`config.mk`:
```
export PLATFORM = sky130hd
export DESIGN_NAME = jb_dbgbuf_capture_ctrl
export DESIGN_NICKNAME = d
export VERILOG_FILES = /design/src/rtl/jb_dbgbuf_capture_ctrl.sv
export SDC_FILE = /design/constraint.sdc
export NUM_CORES = 1
export LEC_CHECK = 0
export BUFFER_PORTS_ARGS = -buffer_cell sky130_fd_sc_hd__buf_4
export CAP_MARGIN = 20
export CORE_AREA = 4 4 216 218
export DETAILED_ROUTE_END_ITERATION = 8
export DIE_AREA = 0 0 220 222
export PLACE_DENSITY = 0.52
export SYNTH_ARGS = -nofsm -noshare
export SYNTH_HDL_FRONTEND = slang
export SYNTH_SLANG_ARGS = --single-unit
```
`constraint.sdc`:
```
create_clock -name clk -period 3.45 [get_ports clk]
set_input_delay 0 -clock clk [delete_from_list [all_inputs] [get_ports clk]]
set_output_delay 0 -clock clk [all_outputs]
set_load 0.03 [all_outputs]
```
`src/rtl/jb_dbgbuf_capture_ctrl.sv`:
```
// jb_dbgbuf_capture_ctrl
// Capture/readback sequencer for the 64-bit URAM debug buffer.
// Port A streams debug samples into a circular buffer with a pre-trigger
// window and a post-trigger count; port B turns trigger-relative host reads
// into physical reads and returns data after a fixed latency.
// Optional feature macro: DBGBUF_TIMESTAMP_EN (trigger timestamp capture).
module jb_dbgbuf_capture_ctrl #(
  parameter int AWIDTH = 18,
  parameter int RD_LAT = 7
) (
  input  logic              clk,
  input  logic              rst_n,
  input  logic              arm,
  input  logic              abort,
  input  logic [AWIDTH-1:0] pre_len,
  input  logic [AWIDTH-1:0] post_len,
  input  logic              cap_vld,
  input  logic [63:0]       cap_data,
  input  logic              trig,
  output logic [2:0]        state,
  output logic              done,
  output logic [AWIDTH-1:0] trig_addr,
  output logic [31:0]       trig_ts,
  input  logic              rd_req,
  input  logic [AWIDTH-1:0] rd_off,
  output logic              rd_vld,
  output logic [63:0]       rd_data,
  output logic              ena,
  output logic [7:0]        wea,
  output logic [19:0]       addra,
  output logic [63:0]       dina,
  input  logic [63:0]       douta,
  output logic              enb,
  output logic [7:0]        web,
  output logic [19:0]       addrb,
  output logic [63:0]       dinb,
  input  logic [63:0]       doutb
);

  typedef enum logic [2:0] {
    S_IDLE      = 3'd0,
    S_FILL      = 3'd1,
    S_WAIT_TRIG = 3'd2,
    S_POST      = 3'd3,
    S_DONE      = 3'd4
  } state_t;

  localparam logic [AWIDTH:0] LP_DEPTH_M1 = {1'b0, {AWIDTH{1'b1}}};

  state_t            r_state;
  logic              r_done;
  logic [AWIDTH-1:0] r_wp;
  logic [AWIDTH-1:0] r_fill;
  logic [AWIDTH-1:0] r_pre_q;
  logic [AWIDTH-1:0] r_post_q;
  logic [AWIDTH-1:0] r_cnt;
  logic [AWIDTH-1:0] r_start;
  logic [AWIDTH-1:0] r_trig_addr;

  logic              r_ena;
  logic [7:0]        r_wea;
  logic [AWIDTH-1:0] r_addra;
  logic [63:0]       r_dina;

  logic              r_enb;
  logic [AWIDTH-1:0] r_addrb;
  logic [RD_LAT-1:0] r_vld_sr;

  logic [AWIDTH-1:0] w_pre_q;
  logic [AWIDTH:0]   w_post_room;
  logic [AWIDTH-1:0] w_post_q;
  logic [AWIDTH-1:0] w_fill_nxt;
  logic              w_capturing;
  logic              w_wr;
  logic              w_trig_hit;
  logic [63:0]       w_dina;
  logic              w_unused;

  // Clamp the window so pre + post + trigger sample never exceeds the buffer.
  assign w_pre_q     = ({1'b0, pre_len} > LP_DEPTH_M1) ? LP_DEPTH_M1[AWIDTH-1:0] : pre_len;
  assign w_post_room = LP_DEPTH_M1 - {1'b0, w_pre_q};
  assign w_post_q    = ({1'b0, post_len} > w_post_room) ? w_post_room[AWIDTH-1:0] : post_len;

  assign w_fill_nxt  = r_fill + 1'b1;
  assign w_capturing = (r_state == S_FILL) || (r_state == S_WAIT_TRIG) || (r_state == S_POST);
  // abort suppresses the write that would otherwise be issued next cycle.
  assign w_wr        = w_capturing && cap_vld && !abort;
  assign w_trig_hit  = w_wr && (r_state == S_WAIT_TRIG) && trig;

  // Capture sequencer: state, write pointer, window counters, trigger latch.
  always_ff @(posedge clk) begin
    // NOTE: reset is synchronous, so it lives inside the clocked branch and
    // every register here uses non-blocking assignment to avoid update races.
    if (!rst_n) begin
      r_state     <= S_IDLE;
      r_done      <= 1'b0;
      r_wp        <= '0;
      r_fill      <= '0;
      r_pre_q     <= '0;
      r_post_q    <= '0;
      r_cnt       <= '0;
      r_start     <= '0;
      r_trig_addr <= '0;
    end else if (abort) begin
      r_state <= S_IDLE;
      r_done  <= 1'b0;
    end else begin
      case (r_state)
        S_IDLE, S_DONE: begin
          if (arm) begin
            r_pre_q  <= w_pre_q;
            r_post_q <= w_post_q;
            r_wp     <= '0;
            r_fill   <= '0;
            r_done   <= 1'b0;
            r_state  <= (w_pre_q == '0) ? S_WAIT_TRIG : S_FILL;
          end
        end
        S_FILL: begin
          if (cap_vld) begin
            r_wp   <= r_wp + 1'b1;
            r_fill <= w_fill_nxt;
            if (w_fill_nxt == r_pre_q) r_state <= S_WAIT_TRIG;
          end
        end
        S_WAIT_TRIG: begin
          if (cap_vld) begin
            r_wp <= r_wp + 1'b1;
            if (trig) begin
              r_trig_addr <= r_wp;
              r_start     <= r_wp - r_pre_q;
              if (r_post_q == '0) begin
                r_state <= S_DONE;
                r_done  <= 1'b1;
              end else begin
                r_state <= S_POST;
                r_cnt   <= r_post_q;
              end
            end
          end
        end
        S_POST: begin
          if (cap_vld) begin
            r_wp  <= r_wp + 1'b1;
            r_cnt <= r_cnt - 1'b1;
            if (r_cnt == AWIDTH'(1)) begin
              r_state <= S_DONE;
              r_done  <= 1'b1;
            end
          end
        end
        default: r_state <= S_IDLE;
      endcase
    end
  end

`ifdef DBGBUF_TIMESTAMP_EN
  logic [31:0] r_ts;
  logic [31:0] r_trig_ts;

  // Free-running timestamp; latched on the trigger write.
  always_ff @(posedge clk) begin
    if (!rst_n) begin
      r_ts      <= '0;
      r_trig_ts <= '0;
    end else begin
      r_ts <= r_ts + 32'd1;
      if (w_trig_hit) r_trig_ts <= r_ts;
    end
  end

  assign trig_ts = r_trig_ts;
  assign w_dina  = w_trig_hit ? {r_ts, cap_data[31:0]} : cap_data;
`else
  assign trig_ts = '0;
  assign w_dina  = cap_data;
`endif

  // Port A: one registered write per accepted sample, at the current pointer.
  always_ff @(posedge clk) begin
    if (!rst_n) begin
      r_ena   <= 1'b0;
      r_wea   <= '0;
      r_addra <= '0;
      r_dina  <= '0;
    end else begin
      r_ena <= w_wr;
      r_wea <= w_wr ? 8'hFF : 8'h00;
      if (w_wr) begin
        r_addra <= r_wp;
        r_dina  <= w_dina;
      end
    end
  end

  // Port B: translate host offsets and track read latency with a valid tag.
  always_ff @(posedge clk) begin
    if (!rst_n) begin
      r_enb    <= 1'b0;
      r_addrb  <= '0;
      r_vld_sr <= '0;
    end else begin
      r_enb <= rd_req;
      if (rd_req) r_addrb <= (r_state == S_DONE) ? (r_start + rd_off) : rd_off;
      r_vld_sr <= (r_vld_sr << 1) | RD_LAT'(r_enb);
    end
  end

  assign state     = r_state;
  assign done      = r_done;
  assign trig_addr = r_trig_addr;

  assign ena   = r_ena;
  assign wea   = r_wea;
  assign addra = 20'(r_addra);
  assign dina  = r_dina;

  assign enb   = r_enb;
  assign web   = '0;
  assign addrb = 20'(r_addrb);
  assign dinb  = '0;

  assign rd_vld  = r_vld_sr[RD_LAT-1];
  assign rd_data = rd_vld ? doutb : '0;

  // Port A read data is not used by this block.
  assign w_unused = ^douta;

endmodule
```
==> metrics.md <==
| Metric | Value |
|---|---|
| Outcome | `completed` |
| Antenna violations before repair | `2` |
| Die width | `between 200 and 250 µm` |
| Post-synth EDFFs | `0` |
| Post-CTS setup buffers | `0` |
| Multiplexer area fraction after synthesis | `0.0163` |
| Final Net Count | `2,494` |
| Crit share post-route | `0.930` |
| Crit-path cells | `ha_1, a211oi_2, o21ai_0, a2111oi_1, nor3_1, a41oi_1, nor2b_1, xnor2_1, mux2i_1, a21oi_1, dlygate4sd3_1` |
| Prevailing post-synth register cell | `dfxtp_1` |
| Worst Max-Slew Pin Slew | `0.949 ns` |
| Largest family of logic cells by synthesized area | `simple AND/OR/NAND/NOR gates` |
| Clk_lat worst skew | `0.57 ns` |
| Simple-gate portion of the synthesized area | `0.233` |
| Async SR Flop Fraction | `0` |
| Distinct cells, synth | `69` |
| HP Class | `in2reg` |
| H-Tree Level Count | `1` |
| Total track usage | `0.182` |
| Initial Util | `0.302` |
| Commonest cells post-synth | `292 x nand2_1, 239 x dfxtp_1, 118 x buf_4, 104 x a21boi_0, 96 x and2_1` |
| Top post-synthesis cells by area | `dfxtp_1 35%, nand2_1 8.1%, buf_4 6.5%` |
| CP max stage cell | `dlygate4sd3_1` |
| Final instance area | `19,100 µm²` |
| Share of post-route cells with drive strength above 1 | `0.218` |
| Fmax | `312 MHz` |
| R2R depth | `11` |
| Number of global-route vias before repair | `12,900` |
| Die height | `222 µm` |
| Setup violators final | `0` |
| Xor-xnor portion of the synthesized cell area | `0.0395` |
| DRT antenna net count | `0` |
| Global route overflow | `0` |
| Crit. End Element | `flop` |
| Worst Setup Start Kind | `flop` |
| Hold Path Cell Cnt | `4` |
| DRT Wirelength | `47,200 µm` |
| WP buf/inv | `1` |
| Placed insts | `2,607` |
| First-pass GRT wire length | `71,500 µm` |
| Max incr delay on CP | `0.55 ns` |
| Data arrival, critical path | `3.71 ns` |
| Crit. path cell count | `11` |
| CTS tree | `done` |
| Setup TNS | `0 ns` |
| Yosys top cell area share | `0.353` |
| P_leak | `8.28 nW` |
| GPL Wtd Cong | `between 0.8 and 0.9` |
| Sequential share of the synthesized area | `0.353` |
| Maximum VDD drop | `0.000382 V` |
| Syn_area_per_cell | `7.97 µm²` |
| Setup repair after global routing missed its margin | `false` |
| Die footprint | `48,800 µm²` |
| Crit path kind | `reg2reg` |
| IO Pins | `558` |
| Longest Clk Path Bufs | `3` |
| Gate count of the mapped netlist | `1,699` |
| Synth Cell Area | `between 10,000 and 15,000 µm²` |
| Synthesis warning total | `0` |
| DRC | `0` |
| Worst Path Max Fanout | `3` |
| PortBufs | `385` |
| Synth area leader | `dfxtp_1` |
| Largest net degree at the start of global routing | `83` |
| Worst Path Required | `3.95 ns` |
| Adder-cell area share of the yosys netlist | `0.0547` |
| Fillcell total | `4,460` |
| Layout Skew | `0.0135 ns` |
| Final Critical Period | `3.21 ns` |
| Hpwl dp | `around 35,000 µm` |
| # rows | `78` |
| Clock sink count | `about 240` |
| #FFs+latches synth | `239` |
| Slew Limit Headroom | `0.364` |
| Core area | `44,900 µm²` |
| Cell family with most CP delay | `compound AO/OA/AOI/OAI gates` |
| Final count of hold timing violations | `0` |
| Max-Cap Viols | `0` |
| Most common cell in the synthesized netlist | `nand2_1` |
| Via Count | `13,100` |
| Layout Cells excl Fill | `2,802` |
| Area growth, synth to finish | `40.7%` |
| Pwr dens | `382 nW/µm²` |
| Vias per cell | `between 4 and 5` |
| DRT Pass-1 Iters | `5` |
| DR WL/cell | `between 15 and 20 µm` |
| Clock-pin slew on the worst setup and hold paths | `0.06 ns` |
| Synth Area in Compound Gates | `0.198` |
| Max-slew violation count | `0` |
| TritonCTS buffer count | `29` |
| Placed inst area | `16,600 µm²` |
| DRT iter0 DRCs | `695` |
| Root buffer cell | `clkbuf_16` |
[metrics by stage]
step	hold slack, ns	power, mW	setup slack, ns	util
6_report	0.0675	7.29	0.241	0.424
3_5_place_dp	0.262	3.99	0.321	0.369
5_1_grt	0.0886	7.62	0.0244	0.424
2_1_floorplan	0.109	3.67	0.656	-
3_3_place_gp	0.260	3.98	0.354	0.369
4_1_cts	0.0311	7.39	0.0655	0.424
[worst paths after layout]
check                                        startpoint                  endpoint  slack, ns
worst max register to register  r_start[1]$_SDFFE_PN0P_  r_addrb[15]$_SDFFE_PN0P_       0.24
worst min-delay path                               trig    r_cnt[17]$_SDFFE_PN0P_       0.07
worst min register to register   r_vld_sr[5]$_SDFF_PN0_    r_vld_sr[6]$_SDFF_PN0_       0.43
worst max-delay path            r_start[1]$_SDFFE_PN0P_  r_addrb[15]$_SDFFE_PN0P_       0.24
[final cells by class]
cell class,count,area [µm²],area share
Tap cell,600,751,0.0394
Clock buffer,39,833,0.0437
Antenna cell,1,2.50,0.000131
Clock inverter,10,165,0.00867
Timing Repair Buffer,557,4560,0.239
Inverter,46,173,0.00906
Sequential cell,239,4780,0.251
Multi-Input combinational cell,1310,7790,0.409
[state kept, by name, indices dropped and copies added (netlist names)]
name and count:
state 3, dina 64, r_start 18, r_fill 18
r_addra 18, r_vld_sr 7, done 1, enb 1
trig_addr 18, r_post_q 18, wea 1, r_pre_q 18
r_cnt 18, r_addrb 18, r_wp 18
[worst reg2reg max path, cell delays in order, from the launching register on]
cell and delay (ns):
dfxtp_1 0.39, ha_1 0.29, a211oi_2 0.24, o21ai_0 0.21, a2111oi_1 0.43, nor3_1 0.16
a41oi_1 0.31, nor2b_1 0.20, xnor2_1 0.13, mux2i_1 0.09, a21oi_1 0.15, dlygate4sd3_1 0.55
[layer usage]
metal,GRT usage,vias to the layer above,wire length [µm]
li1,-,6575,-
met1,0.206,6018,18200
met2,0.330,465,23600
met3,0.0477,84,3890
met4,0.0575,0,1520
met5,0,-,0
[cell usage in the layout, fill, tap and decap left out, drive strengths merged, types with 5 or more instances in the layout]
cell type	synthesis	layout
buf	123	412
nand2	292	292
dfxtp	239	239
dlygate4sd3	0	145
conb	1	108
a21boi	104	104
and2	96	96
o21ai	94	94
nor2	81	81
a21oi	80	80
ha	56	56
inv	45	47
clkbuf	88	39
nor3	37	37
nand3	33	33
xnor2	31	31
xor2	30	30
nor2b	28	28
mux2i	22	22
a22o	19	19
nand4	16	16
nor4	16	16
or3	15	15
a21o	14	14
nand2b	12	12
a31oi	11	11
o211a	11	11
a211oi	11	11
o21a	10	10
nor3b	9	9
and3	9	9
o221a	8	8
or4	6	6
o21bai	5	5
o31ai	5	5
[power by group]
part           internal [mW]  switching [mW]  leakage (nW)
sequential              2.82          0.0495          1.94
clock                   1.98            1.24         0.481
combinational          0.524           0.669          5.86
total                   5.32            1.96          8.28
[logic make-up (layout without fill, tap and decap cells)]
| kind of cell | after synthesis | in the layout |
|---|---|---|
| AO/OA/AOI/OAI | 402 | 402 |
| XOR/XNOR | 61 | 61 |
| adder cells (fa/ha/maj) | 58 | 58 |
| buffers and inverters | 257 | 652 |
| flip-flops | 239 | 239 |
| multiplexers | 22 | 22 |
| other | 1 | 109 |
| AND/OR/NAND/NOR | 659 | 659 |
[timing repair]
item | in CTS | in global routing
hold endpoints to repair | 162 | 0
resized for setup | 0 | 7
setup endpoints to repair | 0 | 5
hold buffers | 145 | 0
No activity file was read; power rests on OpenSTA's default activity.
